## src/rtl/spi_tx_div4_pkg.sv

```systemverilog
// Shared definitions for the clk_4-paced SPI mode-0 transmitter: FSM state
// encodings and the SPI bus levels used while the bus is idle.
package spi_tx_div4_pkg;

   typedef enum logic [1:0] {
      ST_IDLE  = 2'd0,
      ST_SETUP = 2'd1,
      ST_SHIFT = 2'd2,
      ST_HOLD  = 2'd3
   } spi_state_e;

   // SPI mode 0: clock idles low, data is sampled on the rising edge
   localparam logic SPI_CPOL    = 1'b0;
   localparam logic SPI_CPHA    = 1'b0;
   localparam logic SCLK_IDLE   = SPI_CPOL;
   localparam logic CS_INACTIVE = 1'b1;

endpackage

```

## src/rtl/spi_tx_div4_edge_det.sv

```systemverilog
// Edge detector for a slow clock that is carried as data in the clk domain.
// Any clk_4 consumer can reuse it to get single-cycle rise/fall strobes.
module edge_det (
   input  logic clk,
   input  logic rst_n,
   input  logic sig,
   output logic rise,
   output logic fall
);

   logic sig_d_q;

   // Remember last cycle's level so an edge shows up as a one-cycle strobe
   always_ff @(posedge clk or negedge rst_n) begin
      if (!rst_n) begin
         sig_d_q <= 1'b0;
      end else begin
         sig_d_q <= sig;
      end
   end

   assign rise = sig & ~sig_d_q;
   assign fall = ~sig & sig_d_q;

endmodule

```

## src/rtl/spi_tx_div4.sv

```systemverilog
// Mode-0 SPI master transmitter paced by the divide-by-4 clock stage.
// Every state advance happens on a clk_4 fall; sclk is clk_4 delayed by one
// clk while shifting, so mosi always changes on the same edge that sclk falls.
module spi_tx_div4
   import spi_tx_div4_pkg::*;
#(
   parameter int DATA_W    = 8,
   parameter int MSB_FIRST = 1,
   parameter int CS_HOLD   = 2
) (
   input  logic              clk,
   input  logic              rst_n,
   input  logic              clk_4,
   input  logic              tx_valid,
   input  logic [DATA_W-1:0] tx_data,
   output logic              tx_ready,
   output logic              sclk,
   output logic              mosi,
   output logic              cs_n,
   output logic              done
);

   localparam int BW = $clog2(DATA_W);
   localparam int HW = $clog2(CS_HOLD + 1);
   localparam logic [BW-1:0] LAST_BIT  = BW'(DATA_W - 1);
   localparam logic [HW-1:0] HOLD_LAST = HW'(CS_HOLD - 1);

   spi_state_e        state_q, state_d;
   logic [DATA_W-1:0] shreg_q, shreg_d;
   logic [BW-1:0]     bit_cnt_q, bit_cnt_d;
   logic [HW-1:0]     hold_cnt_q, hold_cnt_d;
   logic              sclk_q, sclk_d;
   logic              mosi_q, mosi_d;
   logic              cs_n_q, cs_n_d;
   logic              tx_ready_q, tx_ready_d;
   logic              done_q, done_d;
   logic              rise, fall;

   edge_det u_edge_det (
      .clk   (clk),
      .rst_n (rst_n),
      .sig   (clk_4),
      .rise  (rise),
      .fall  (fall)
   );

   // Next-state logic for the transfer FSM, shift register and counters
   always_comb begin
      state_d    = state_q;
      shreg_d    = shreg_q;
      bit_cnt_d  = bit_cnt_q;
      hold_cnt_d = hold_cnt_q;
      sclk_d     = sclk_q;
      mosi_d     = mosi_q;
      cs_n_d     = cs_n_q;
      tx_ready_d = tx_ready_q;
      done_d     = 1'b0;
      case (state_q)
         ST_IDLE: begin
            sclk_d     = SCLK_IDLE;
            cs_n_d     = CS_INACTIVE;
            tx_ready_d = 1'b1;
            if (tx_valid && tx_ready_q) begin
               shreg_d    = tx_data;
               mosi_d     = (MSB_FIRST != 0) ? tx_data[DATA_W-1] : tx_data[0];
               cs_n_d     = ~CS_INACTIVE;
               tx_ready_d = 1'b0;
               state_d    = ST_SETUP;
            end
         end
         ST_SETUP: begin
            sclk_d = SCLK_IDLE;
            if (fall) begin
               bit_cnt_d = '0;
               state_d   = ST_SHIFT;
            end
         end
         ST_SHIFT: begin
            sclk_d = clk_4;
            if (fall) begin
               if (bit_cnt_q == LAST_BIT) begin
                  sclk_d     = SCLK_IDLE;
                  hold_cnt_d = '0;
                  state_d    = ST_HOLD;
               end else begin
                  if (MSB_FIRST != 0) begin
                     shreg_d = {shreg_q[DATA_W-2:0], 1'b0};
                     mosi_d  = shreg_q[DATA_W-2];
                  end else begin
                     shreg_d = {1'b0, shreg_q[DATA_W-1:1]};
                     mosi_d  = shreg_q[1];
                  end
                  bit_cnt_d = bit_cnt_q + 1'b1;
               end
            end
         end
         ST_HOLD: begin
            sclk_d     = SCLK_IDLE;
            cs_n_d     = ~CS_INACTIVE;
            hold_cnt_d = hold_cnt_q + 1'b1;
            if (hold_cnt_q == HOLD_LAST) begin
               cs_n_d     = CS_INACTIVE;
               done_d     = 1'b1;
               tx_ready_d = 1'b1;
               hold_cnt_d = '0;
               state_d    = ST_IDLE;
            end
         end
         default: begin
            state_d = ST_IDLE;
         end
      endcase
   end

   // State and registered outputs; reset aborts any transfer immediately
   always_ff @(posedge clk or negedge rst_n) begin
      if (!rst_n) begin
         state_q    <= ST_IDLE;
         shreg_q    <= '0;
         bit_cnt_q  <= '0;
         hold_cnt_q <= '0;
         sclk_q     <= SCLK_IDLE;
         mosi_q     <= 1'b0;
         cs_n_q     <= CS_INACTIVE;
         tx_ready_q <= 1'b1;
         done_q     <= 1'b0;
      end else begin
         state_q    <= state_d;
         shreg_q    <= shreg_d;
         bit_cnt_q  <= bit_cnt_d;
         hold_cnt_q <= hold_cnt_d;
         sclk_q     <= sclk_d;
         mosi_q     <= mosi_d;
         cs_n_q     <= cs_n_d;
         tx_ready_q <= tx_ready_d;
         done_q     <= done_d;
      end
   end

   assign tx_ready = tx_ready_q;
   assign sclk     = sclk_q;
   assign mosi     = mosi_q;
   assign cs_n     = cs_n_q;
   assign done     = done_q;

   // While shifting, a clk_4 rise must show up on sclk exactly one clk later
   sclk_follows_rise: assert property (
      @(posedge clk) disable iff (!rst_n)
      (state_q == ST_SHIFT && rise) |=> sclk_q
   );

endmodule

```

## config.mk

```make
export PLATFORM = sky130hd
export DESIGN_NAME = spi_tx_div4
export DESIGN_NICKNAME = d
export VERILOG_FILES = /design/src/rtl/spi_tx_div4_pkg.sv /design/src/rtl/spi_tx_div4_edge_det.sv /design/src/rtl/spi_tx_div4.sv
export SDC_FILE = /design/constraint.sdc
export NUM_CORES = 1
export LEC_CHECK = 0
export CORE_MARGIN = 2
export CORE_UTILIZATION = 46
export CTS_CLUSTER_DIAMETER = 60
export DETAILED_ROUTE_END_ITERATION = 10
export PLACE_DENSITY = 0.84
export RECOVER_POWER = 100
export SKIP_CTS_REPAIR_TIMING = 1
export SLEW_MARGIN = 10
export SYNTH_ARGS = -nofsm -noshare
export SYNTH_HDL_FRONTEND = slang
export SYNTH_SLANG_ARGS = --single-unit
```

## constraint.sdc

```tcl
create_clock -name clk -period 1.5 [get_ports clk]
set_input_delay 0.3 -clock clk [delete_from_list [all_inputs] [get_ports clk]]
set_output_delay 0.3 -clock clk [all_outputs]
set_load 0.02 [all_outputs]
```

==> flow_summary.yaml, run 1 <==
final_layout:
  nets: 156
  layout_common_cells: "dfrtp_1 (17), nand2_1 (16), buf_4 (14)"
  final_common_cell: "dfrtp_1"
  multi_input_area_um2: 588
  seq_area_um2: 504
  n_antenna_cell: 0
  area_delta_synth_final_pct: 39.0
  nFillCells: 157
  drive_above_1_share_pct: 29.4
global_routing:
  grt_util_met1_pct: 22.6
  overflow: 0
  top_usage_layer: "met2"
  antenna_found_initial: 0
  grt_pass1_vias: 870
  grt_max_degree: 21
  track_usage_pct: 19.1
  grt_pass1_wl_um: 3750
  globalRouteMet3Util_pct: 2.87
  gr-usage-met2_pct: 34.4
clock_network:
  clk_latency_ns: 0.29
  cts_tree: "built"
  root_buffer: "clkbuf_4"
  clockBufferDepth: 2
  h-tree-depth: 1
  clock-sinks: 20
  cts_buffers: 3
  path_clk_slew_ns: 0.11
synth:
  seq_area_frac_synth_pct: 47.9
  netlist_instances: 101
  synth_top_family_by_area: "compound AO/OA/AOI/OAI gates"
  muxShareOfSynthArea_pct: 8.10
  synthSimpleGateAreaFrac_pct: 15.4
  syn_nets: 120
  synth_compound_area_share_pct: 16.8
  ys_ff_latch: 20
  yosys_warnings: 0
  synthAdderAreaFrac_pct: 8.34
  syn-cell-area_um2: 1050
  ys_types: 29
  synth_xor_area_share_pct: 0.834
  syn_avg_cell_area_um2: 10.4
timing:
  holdWs_ns: 0.476
  finClkSkew_ns: 0.00201
  period_minus_slack_ns: 1.48
  finalHoldViolCount: 0
  setup-violations-final: 0
  fin_crit_sh_pct: 99.0
  slew_violations: 0
  max_slew_margin_pct: 66.9
  rsz0062_at_grt: "true"
  worst_pin_slew_ns: 0.496
  max_freq_mhz: 674
critical_path:
  worstReg2RegStart: "state_q[1]"
  cp.arrival_ns: 1.68
  worstReg2RegEnd: "state_q[1]"
  start_kind: "flop"
  critical_path_required_ns: 1.69
  rr_worst_depth: 5
  path_class: "flop to flop"
  regToRegSetupSlack_ns: 0.02
  crit_fanout: 3
  end_kind: "flop"
power:
  power_density_nw_per_um2: 2020
  total_power_mw: 2.94
  leakagePower_nw: 0.666
  ir_worst_vdd_v: 0.00107
floorplan:
  die-height_um: 51.8
  core_um2: 2190
  fp-row-count: 17
  start_util_pct: 47.9
  ioPinCount: 17
  die_area_um2: 2680
  die_w_um: 51.8
drt:
  first_pass_iters: 4
  ant_nets: 0
  num_vias: 874
  drc: 0
  first_iter_violations: 12
  wl_per_cell_um: 15.0
  totalWireLength_um: 2460
  vias_per_cell: 5.33
placement:
  numPortBuffers: 16
  dp_hpwl_um: 1700
  gp_congestion: 0.720
worst_hold_path:
  hp-class: "primary input to asynchronous set/reset pin"
run_status:
  status: "completed"
flow_run:
  cap_violations: 0
==> area by class of cell <==
| type | instances | area share [%] |
|---|---|---|
| Multi-Input combinational cell | 76 | 40.3 |
| Sequential cell | 20 | 34.6 |
| Timing Repair Buffer | 33 | 20.0 |
| Tap cell | 28 | 2.40 |
| Clock buffer | 4 | 1.80 |
| Inverter | 3 | 0.943 |
==> how the worst max path moves through the flow <==
stage                 start    endpoint  cells past startpoint
2_1_floorplan  bit_cnt_q[0]        mosi                      7
3_3_place_gp          clk_4  state_q[1]                      5
3_5_place_dp          clk_4  state_q[1]                      5
4_1_cts            tx_ready    tx_ready                      1
5_1_grt        bit_cnt_q[1]  shreg_q[3]                      6
6_report         state_q[1]  state_q[1]                      5
==> stage by stage <==
step | std cells | worst slack (ns) | util [%] | TNS, ns | area, µm²
2_1_floorplan | 101 | -0.0138 | - | -0.0629 | 1060
3_3_place_gp | 160 | -0.163 | 63.2 | -0.496 | 1380
3_5_place_dp | 160 | -0.211 | 63.2 | -1.13 | 1380
4_1_cts | 164 | -0.266 | 64.4 | -1.19 | 1410
5_1_grt | 164 | -0.0375 | 66.6 | -0.196 | 1460
6_report | 164 | 0.0157 | 66.6 | 0 | 1460
==> power breakdown <==
group	internal, mW	switching (mW)	total, mW
sequential	0.781	0.167	0.948
combinational	0.866	0.860	1.73
clock	0.103	0.164	0.267
==> cells in the mapped netlist <==
library cell / instances / share of area, %
a21bo_2: 1 / 0.95
a21boi_0: 1 / 0.72
a21oi_1: 3 / 1.4
a22o_1: 1 / 0.83
a22oi_1: 3 / 2.1
a22oi_2: 1 / 1.2
a31oi_1: 1 / 0.60
and2_1: 1 / 0.60
and4bb_4: 1 / 1.5
buf_2: 1 / 0.48
buf_6: 1 / 1.1
dfrtp_1: 18 / 43
dfstp_2: 2 / 5.0
ha_1: 7 / 8.3
inv_1: 3 / 1.1
mux2_4: 1 / 1.4
mux2i_1: 7 / 6.7
nand2_1: 17 / 6.1
nand2b_1: 2 / 1.2
nand3_2: 1 / 0.95
nand3b_1: 1 / 0.72
nor2_1: 6 / 2.1
nor2b_1: 2 / 1.2
nor3_1: 2 / 0.95
o21ai_0: 10 / 4.8
o21ai_1: 4 / 1.9
o21ai_4: 1 / 1.5
o21bai_1: 1 / 0.72
xnor2_1: 1 / 0.83
==> routing by layer <==
layer / vias up / routed length (µm)
met4: 0 / 68
met3: 8 / 65
met5: - / 0
li1: 425 / -
met1: 418 / 1040
met2: 23 / 1290
==> cells by family after synthesis <==
logic type | Yosys count
buffers and inverters | 5
XOR/XNOR | 1
multiplexers | 8
flip-flops | 20
AND/OR/NAND/NOR | 33
adder cells (fa/ha/maj) | 7
AO/OA/AOI/OAI | 27
==> sequential cells by signal (all words and copies together) (netlist names) <==
| name | flops |
|---|---|
| done | 1 |
| shreg_q | 7 |
| bit_cnt_q | 3 |
| cs_n | 1 |
| hold_cnt_q | 2 |
| sclk | 1 |
| tx_ready | 1 |
| u_edge_det.sig_d_q | 1 |
| mosi | 1 |
| state_q | 2 |
==> worst max-delay path: stages (launching register included) <==
cell and delay [ns]:
dfrtp_2 0.48, buf_6 0.14, ha_2 0.18, a22oi_2 0.16, nand3_2 0.12, mux2_4 0.31
Power figures use the tool's default switching activity.
==> inputs of run 2 (changes only) <==
SYNTH_HIERARCHICAL = 1   (was default)
==> flow_summary.yaml, run 2 <==
global_routing:
  grt_pass1_vias: 833
  grt_pass1_wl_um: 3530
  track_usage_pct: 17.8
  grt_max_degree: 21
  overflow: 0
  antenna_found_initial: 0
synth:
  syn_nets: 114
  syn-cell-area_um2: 1050
  netlist_instances: 95
  syn_avg_cell_area_um2: 11.0
  yosys_warnings: 6
critical_path:
  critical_path_required_ns: 1.70
  path_class: "primary input to flop"
  crit_fanout: 5
  end_kind: "flop"
  regToRegSetupSlack_ns: -0.07
  cp.arrival_ns: 1.80
  start_kind: "primary input"
final_layout:
  layout_common_cells: "dfrtp_1 (18), buf_4 (13), mux2i_1 (9), clkdlybuf4s50_1 (9), nor2_1 (7)"
  final_common_cell: "dfrtp_1"
  area_delta_synth_final_pct: 36.6
  nFillCells: 165
  fin_area_um2: 1430
  largest_reg_flops: 7
  drive_above_1_share_pct: 33.8
  post-route-util_pct: 65.3
  top_register: "shreg_q"
  nets: 150
  largest_registers: "shreg_q x7, bit_cnt_q x3"
  instances_no_fill: 158
  n_antenna_cell: 0
worst_hold_path:
  hp-class: "primary input to asynchronous set/reset pin"
timing:
  period_minus_slack_ns: 1.60
  holdWs_ns: 0.472
  finalHoldViolCount: 0
  finClkSkew_ns: 0.00229
  max_freq_mhz: 624
  setup-violations-final: 11
  fin_ws_ns: -0.103
  max_slew_margin_pct: 66.7
  rsz0062_at_grt: "true"
  worst_pin_slew_ns: 0.500
  fin_crit_sh_pct: 107
  slew_violations: 0
  setup_tns_ns: -0.565
clock_network:
  path_clk_slew_ns: 0.12
  cts_tree: "built"
  clockBufferDepth: 2
  clock-sinks: 20
  h-tree-depth: 1
  root_buffer: "clkbuf_4"
  clk_latency_ns: 0.30
  cts_buffers: 3
power:
  p_comb_share_pct: 58.5
  power_density_nw_per_um2: 2100
  ir_worst_vdd_v: 0.00124
  p_seq_share_pct: 30.8
  p_sw_share_pct: 39.7
  total_power_mw: 3.00
  clkPwrFrac_pct: 10.7
  internal_power_mw: 1.81
  leakagePower_nw: 0.622
  p_switching_mw: 1.19
drt:
  vias_per_cell: 5.14
  wl_per_cell_um: 13.3
  first_pass_iters: 4
  ant_nets: 0
  drc: 0
  first_iter_violations: 11
  num_vias: 812
  totalWireLength_um: 2100
placement:
  numPortBuffers: 16
  dp_hpwl_um: 1460
  gp_congestion: 0.755
  place_inst: 152
  preCtsSetupSlack_ns: -0.339
  dpl_cell_area_um2: 1380
floorplan:
  die_area_um2: 2670
  fp-row-count: 17
  die_w_um: 51.7
  start_util_pct: 47.8
  core_um2: 2190
  die-height_um: 51.7
  ioPinCount: 17
run_status:
  violations: "setup timing"
  status: "finished with violations"
flow_run:
  cap_violations: 0
## run 2: critical path, stage by stage
cell and delay (ns):
dlygate4sd3_1 0.54, and2b_2 0.27, nor2b_1 0.14, o21ai_1 0.07, nand3b_1 0.14, mux2_2 0.34
## run 2: per-layer routing
metal / vias up / GRT usage [%] / wire length (µm)
met4: 0 / 7.89 / 28
met5: - / 0 / 0
met2: 21 / 31.2 / 1050
met3: 6 / 2.59 / 82
li1: 409 / - / -
met1: 376 / 21.4 / 942
## run 2: worst paths after layout
path / from / end / cells after the start
max in group asynchronous: rst_n / cs_n / 2
min in group clk: hold_cnt_q[1] / done / 1
worst min register to register: hold_cnt_q[1] / done / 1
worst min-delay path: rst_n / bit_cnt_q[2] / 2
worst max register to register: bit_cnt_q[1] / shreg_q[3] / 7
worst max-delay path: clk_4 / state_q[1] / 6
## run 2: final cells by class
cell class              instances  area, µm²  area share [%]
clock buffers                   4       36.3            2.54
inverters                       4       15.0            1.05
repair buffers                 34        274            19.2
multi-input cells              68        567            39.6
well taps                      28       35.0            2.45
flip-flops and latches         20        503            35.2
## run 2: power by group through the flow
stage	logic, mW	registers, mW	clock network (mW)
after floorplan	0.994	0.990	0
after CTS	1.66	0.921	0.332
after detailed placement	1.65	0.930	0
after global placement	1.60	0.913	0
after global routing	1.92	0.947	0.355
final	1.75	0.924	0.321
==> inputs of run 3 (changes only) <==
ABC_CLOCK_PERIOD_IN_PS = 1500   (was default)
GPL_TIMING_DRIVEN = 0   (was default)
SYNTH_HIERARCHICAL = default   (was 1)
==> flow_summary.yaml, run 3 (same netlist as run 1, synthesis figures left out) <==
power:
  total_power_mw: 3.10
  power_density_nw_per_um2: 2130
  ir_worst_vdd_v: 0.00144
  leakagePower_nw: 0.686
drt:
  first_iter_violations: 21
  wl_per_cell_um: 16.2
  first_pass_iters: 4
  ant_nets: 0
  totalWireLength_um: 2550
  vias_per_cell: 5.58
  drc: 0
  num_vias: 876
critical_path:
  crit_fanout: 5
  start_kind: "flop"
  critical_path_required_ns: 1.72
  path_class: "flop to flop"
  cp.arrival_ns: 1.79
  end_kind: "flop"
placement:
  dpl_cell_area_um2: 1260
  numPortBuffers: 16
  dp_hpwl_um: 1510
  gp_congestion: 0.779
  place_inst: 145
  preCtsSetupSlack_ns: -0.274
final_layout:
  n_antenna_cell: 0
  nets: 149
  top_register: "shreg_q"
  largest_registers: "shreg_q x7, bit_cnt_q x3"
  multi_input_area_um2: 613
  fin_area_um2: 1460
  seq_area_um2: 504
  largest_reg_flops: 7
  area_delta_synth_final_pct: 39.0
  instances_no_fill: 157
  final_common_cell: "dfrtp_1"
  drive_above_1_share_pct: 34.9
  layout_common_cells: "dfrtp_1 (17), clkdlybuf4s50_1 (11), nand2_1 (9)"
  post-route-util_pct: 66.6
  nFillCells: 154
clock_network:
  cts_tree: "built"
  clk_latency_ns: 0.31
  h-tree-depth: 1
  clock-sinks: 20
  path_clk_slew_ns: 0.11
  clockBufferDepth: 2
  root_buffer: "clkbuf_4"
  cts_buffers: 3
floorplan:
  die-height_um: 51.8
  die_area_um2: 2680
  ioPinCount: 17
  core_um2: 2190
  die_w_um: 51.8
  fp-row-count: 17
  start_util_pct: 47.9
timing:
  setup_tns_ns: -0.547
  slew_violations: 0
  fin_crit_sh_pct: 105
  max_freq_mhz: 635
  rsz0062_at_grt: "true"
  max_slew_margin_pct: 41.6
  finClkSkew_ns: 0.00248
  worst_pin_slew_ns: 0.874
  fin_ws_ns: -0.0751
  finalHoldViolCount: 0
  setup-violations-final: 8
  holdWs_ns: 0.466
  period_minus_slack_ns: 1.58
worst_hold_path:
  hp-class: "primary input to asynchronous set/reset pin"
global_routing:
  overflow: 0
  grt_pass1_vias: 826
  antenna_found_initial: 0
  track_usage_pct: 19.4
  grt_pass1_wl_um: 3690
  grt_max_degree: 21
flow_run:
  cap_violations: 0
run_status:
  status: "finished with violations"
  violations: "setup timing"
run 3: cell count changes in the layout (fill, tap and decap cells not counted), sizes merged, moves of 5 or more:
cell / change
nor2: -5
dlymetal6s2s: +5
a21oi: -5
nand2: +11
clkbuf: -7
buf: -6
o21ai: +9
run 3: power by group:
group	switching, mW	leakage [nW]	total (mW)	internal (mW)
Clock	0.176	0.0210	0.325	0.149
Combinational	0.919	0.416	1.80	0.877
Sequential	0.198	0.250	0.980	0.782
run 3: layout make-up:
| class | count | share of cell area [%] |
|---|---|---|
| inverter | 3 | 0.772 |
| buffer | 2 | 1.29 |
| timing repair buffer | 24 | 16.5 |
| clock buffer | 4 | 2.49 |
| tap | 28 | 2.40 |
| multi-input combinational | 76 | 42.0 |
| sequential | 20 | 34.6 |
run 3: worst max-delay path, cell delays in order (launching register included):
cell	delay (ns)
dfrtp_1	0.42
ha_2	0.21
ha_4	0.16
and4bb_4	0.33
o21ai_4	0.09
buf_6	0.15
nand2_2	0.05
o21ai_1	0.06
run 3: worst paths after layout:
| kind | from | end | slack (ns) | depth (start not counted) |
|---|---|---|---|---|
| worst max-delay path | bit_cnt_q[0] | shreg_q[2] | -0.08 | 7 |
| worst min-delay path | rst_n | shreg_q[1] | 0.47 | 1 |
| worst max register to register | bit_cnt_q[0] | shreg_q[2] | -0.08 | 7 |
| worst min register to register | hold_cnt_q[1] | done | 0.49 | 1 |
| max in group asynchronous | rst_n | state_q[1] | 0.45 | 1 |
| min in group clk | hold_cnt_q[1] | done | 0.49 | 1 |
run 3: metal layers:
metal	track usage [%]	wire length [µm]	part of all wire, %	up-vias
met3	4.89	105	4.1	9
met1	22.4	1070	42	433
met5	0	0	0	-
met2	33.1	1310	52	24
met4	9.65	57	2.2	0
li1	-	-	-	410
==> variant 1 (flow settings as in run 1) <==
Re-encode `spi_state_e` (4 states) as Gray code, 2 bits wide.
--- a/src/rtl/spi_tx_div4_pkg.sv
+++ b/src/rtl/spi_tx_div4_pkg.sv
@@ -5,6 +5,6 @@
    typedef enum logic [1:0] {
-      ST_IDLE  = 2'd0,
-      ST_SETUP = 2'd1,
-      ST_SHIFT = 2'd2,
-      ST_HOLD  = 2'd3
+      ST_IDLE  = 2'b00,
+      ST_SETUP = 2'b01,
+      ST_SHIFT = 2'b11,
+      ST_HOLD  = 2'b10
    } spi_state_e;
Check against the original RTL: no difference found for any inputs over 10 cycles, from zero or initial values and one cycle with rst_n low; not proved beyond that.
==> variant 1 against run 1 <==
- final area is 18% lower
- sequential cell count stayed put
- wire length is 16% lower
- core utilization is 5.7 points lower
- sequential share of layout area is 7.7 points higher
- worst setup slack better by 0.028 ns
- synthesized area is 8.3% lower
- non-clock buffer count is 5 lower
- largest cell class is now sequential cells
- highest routed layer is now met3
Power is not compared: it rests on default switching activity, and its combinational part moved more than twofold at a synthesized area within 25%.
==> variant 1: results <==
{
  "status": "finished clean",
  "layout.nets": 128,
  "placed_area_sq_um": 1204,
  "slowest_stage": "or4b_1",
  "cp-startpoint": "bit_cnt_q[1]",
  "tightest_slew_ns": 0.4941,
  "htree_num_levels": 1,
  "drt-pass1-iter-count": 4,
  "synth_fp_nets": 101,
  "ctsLongestPathBuffers": 2,
  "antenna_left": 0,
  "dp.final_hpwl_mm": 1.505,
  "critical_path.max_stage_delay_ns": 0.53,
  "ys_types": 33,
  "worst_setup_hold_path_clk_slew_ns": 0.11,
  "p_leak_nw": 0.4997,
  "grt_pass1_wl_mm": 3.484,
  "cp_data_arrival_time_ns": 1.69,
  "initialDrtViolationCount": 17,
  "port_buffers": 16,
  "synth_top_cells_by_area": "dfrtp_1 (47%), dfstp_2 (5.5%), o32ai_1 (4.6%), a21oi_1 (3.6%), buf_6 (3.5%)",
  "largest_registers": "shreg_q: 7 flops, bit_cnt_q: 3 flops",
  "synthTopCellsByCount": "dfrtp_1 (18), nor2_1 (8), a21oi_1 (7)",
  "grt_max_degree": 21,
  "avgViaCountPerCell": 5.586,
  "wire_per_inst_um": 14.76,
  "inserted_clock_buffers": 3,
  "synth-main-ff-cell": "dfrtp_1",
  "delay_heaviest_family_cp": "simple AND/OR/NAND/NOR gates",
  "insertion_delay_ns": 0.29,
  "antenna_cells": 0,
  "async_flop_share": 1.000,
  "drive_above_1_share": 0.1770,
  "yosys_warnings": 0,
  "reg2regPathDepth": 4,
  "antenna_violations_before_repair": 0,
  "grt_total_usage": 0.1843,
  "clock-skew-final_ns": 0.009131,
  "critical_path_peak_fanout": 5,
  "cts_root_buf": "clkbuf_4",
  "synth_sequential_area_ratio": 0.5228,
  "worstHoldPathType": "input port to asynchronous set/reset pin",
  "grt_pass1_vias": 762,
  "peak_supply_drop_mv": 0.8642,
  "gp_congestion": 0.7696,
  "final.fill_count": 193
}
-- variant 1: cell count changes after synthesis, sizes merged, moves of 4 or more --
cell   delta
a22oi     -4
o32ai     +5
a21oi     +4
nand2    -11
o21ai    -14
ha        -5
mux2i     -7
-- variant 1: power breakdown --
part / switching (mW) / total [mW] / internal [mW]
clock: 0.152 / 0.255 / 0.103
sequential: 0.175 / 0.949 / 0.774
combinational: 0.395 / 0.762 / 0.367
total: 0.722 / 1.97 / 1.24
-- variant 1: cell type report --
type                    count  area, sq um  area share
inverters                   1        3.754    0.003145
well taps                  27        33.78     0.02830
multi-input cells          60        427.9      0.3585
clock buffers               4        26.28     0.02201
repair buffers             28        197.7      0.1656
flip-flops and latches     20        504.2      0.4224
-- variant 1: path summary, 6_finish.rpt --
path	slack, ns	end
setup / recovery	0.04	bit_cnt_q[0]
hold / removal	0.49	u_edge_det.sig_d_q
setup reg to reg	0.04	bit_cnt_q[0]
hold reg to reg	0.51	hold_cnt_q[0]
max in group asynchronous	0.65	cs_n
min in group clk	0.51	hold_cnt_q[0]
-- variant 1: cells by family after synthesis --
| family | synth area share |
|---|---|
| simple gates | 0.2081 |
| compound gates | 0.1924 |
| flops | 0.5228 |
| buf+inv | 0.05071 |
| fa+ha+maj | 0.02600 |
-- variant 1: metrics by stage --
stage | setup slack (ns) | util | instances
3_5_place_dp | -0.1604 | 0.6135 | 136
4_1_cts | -0.2763 | 0.6269 | 140
6_report | 0.04347 | 0.6084 | 140
2_1_floorplan | 0.02007 | - | 87
3_3_place_gp | -0.1125 | 0.6135 | 136
5_1_grt | 0.004670 | 0.6084 | 140
-- variant 1: layer usage --
metal  part of all wire  track usage  wire length [um]
met5                  0            0                 0
met4                  0      0.02778                 0
met3              0.045      0.03939                93
met2               0.52       0.3178              1066
met1               0.44       0.2421               908
-- variant 1: worst register-to-register path: cells and delay by family (launching register included) --
| kind | cells | cell delay, ns |
|---|---|---|
| simple gates | 2 | 0.63 |
| flops | 1 | 0.41 |
| fa+ha+maj | 2 | 0.36 |
==> variant 2 (settings of run 1) <==
Made on the original files. `DATA_W`: 8 -> 32.
--- a/src/rtl/spi_tx_div4.sv
+++ b/src/rtl/spi_tx_div4.sv
@@ -6,3 +6,3 @@
 #(
-   parameter int DATA_W    = 8,
+   parameter int DATA_W    = 32,
    parameter int MSB_FIRST = 1,
Ports: changed (resized tx_data); port bits go from 17 to 41. No check against the original RTL was run, so the function may have changed too.
==> variant 2 against run 1 <==
- wire length increased by 96%
- worst setup slack worse by 0.34 ns
- clock power rose to 3.4 times the old value
- sequential power is 120% higher
- non-clock buffer count increased by 32
- final area up 110%
- the run now ends with setup timing left
- clock skew rose by 0.0047 ns
- critical path type unchanged
- critical path depth increased by 4
- power rose by 120%
- synthesized area grew 110%
- sequential cell count grew 26
==> variant 2: results <==
{
  "final-instance-count-excl-fill": 338,
  "status": "finished, violations left",
  "layout.nets": 313,
  "largest_registers": "shreg_q: 31 flops, bit_cnt_q: 5 flops",
  "ys_types": 31,
  "synth_sequential_area_ratio": 0.5136,
  "delay_heaviest_family_cp": "simple AND/OR/NAND/NOR gates",
  "inserted_clock_buffers": 5,
  "critical_path.max_stage_delay_ns": 0.40,
  "grt_pass1_vias": 1756,
  "htree_num_levels": 2,
  "dp_cells": 326,
  "port_buffers": 40,
  "synthTopCellsByCount": "dfrtp_1 (44), nand2_1 (34), mux2i_1 (32)",
  "timing.final.ws_setup_ns": -0.3215,
  "cp_data_arrival_time_ns": 2.01,
  "grt_max_degree": 33,
  "finalSetupTns_ns": -9.744,
  "worstHoldPathType": "flip-flop to flip-flop",
  "slowest_stage": "dfrtp_1",
  "wire_per_inst_um": 14.27,
  "grt_total_usage": 0.1773,
  "setup-violations-final": 39,
  "gp_congestion": 0.8059,
  "dp.final_hpwl_mm": 3.158,
  "clock-skew-final_ns": 0.006687,
  "power.net_switching_mw": 2.442,
  "worst_setup_hold_path_clk_slew_ns": 0.08,
  "avgViaCountPerCell": 5.284,
  "synth_fp_nets": 254,
  "drive_above_1_share": 0.2103,
  "synthesis.instances": 211,
  "violated_checks": "setup timing",
  "ctsLongestPathBuffers": 2,
  "peak_supply_drop_mv": 1.095,
  "final.fill_count": 362,
  "p_leak_nw": 1.373
}
-- variant 2: kinds of logic after synthesis --
kind of cell | synth area share
AO/OA/AOI/OAI | 0.1521
adder cells (fa/ha/maj) | 0.03900
buffers and inverters | 0.04179
flip-flops | 0.5137
multiplexers | 0.1526
AND/OR/NAND/NOR | 0.1008
-- variant 2: layer usage --
| metal | vias to the layer above | part of all wire | track usage |
|---|---|---|---|
| met4 | 0 | 0.0044 | 0.03636 |
| met2 | 47 | 0.52 | 0.3036 |
| met3 | 2 | 0.036 | 0.04938 |
| met5 | - | 0 | 0 |
| met1 | 879 | 0.44 | 0.2242 |
| li1 | 858 | - | - |
-- variant 2: final cells by class --
class / count / area (sq um) / area share
inverters: 5 / 18.77 / 0.006100
clock buffers: 6 / 72.57 / 0.02359
clock inverters: 2 / 37.54 / 0.01220
well taps: 67 / 83.83 / 0.02725
multi-input cells: 147 / 1084 / 0.3522
flip-flops and latches: 46 / 1154 / 0.3750
repair buffers: 65 / 626.9 / 0.2037
-- variant 2: through the flow --
step	power [mW]	hold WS (ns)	worst slack (ns)
after CTS	6.026	-0.08974	-0.2622
after global routing	6.907	0.5105	-0.3929
after detailed placement	5.085	0.2400	-0.2789
final	6.435	0.4855	-0.3215
after global placement	4.968	0.2325	-0.2455
after floorplan	4.234	0.004409	-0.2949
-- variant 2: path summary, 6_finish.rpt --
path,start,end,slack [ns],depth (start not counted)
worst min register to register,hold_cnt_q[1],hold_cnt_q[1],0.49,1
max in group asynchronous,rst_n,shreg_q[24],0.18,3
worst max register to register,bit_cnt_q[0],mosi,-0.32,9
worst min-delay path,hold_cnt_q[1],hold_cnt_q[1],0.49,1
min in group asynchronous,rst_n,shreg_q[9],0.62,2
worst max-delay path,bit_cnt_q[0],mosi,-0.32,9
-- variant 2: power groups by stage --
stage	registers, mW	clock network (mW)	logic, mW
6_report	2.12	0.918	3.40
5_1_grt	2.18	0.990	3.74
4_1_cts	2.09	0.931	3.01
3_5_place_dp	2.11	0	2.97
3_3_place_gp	2.08	0	2.89
2_1_floorplan	2.14	0	2.09
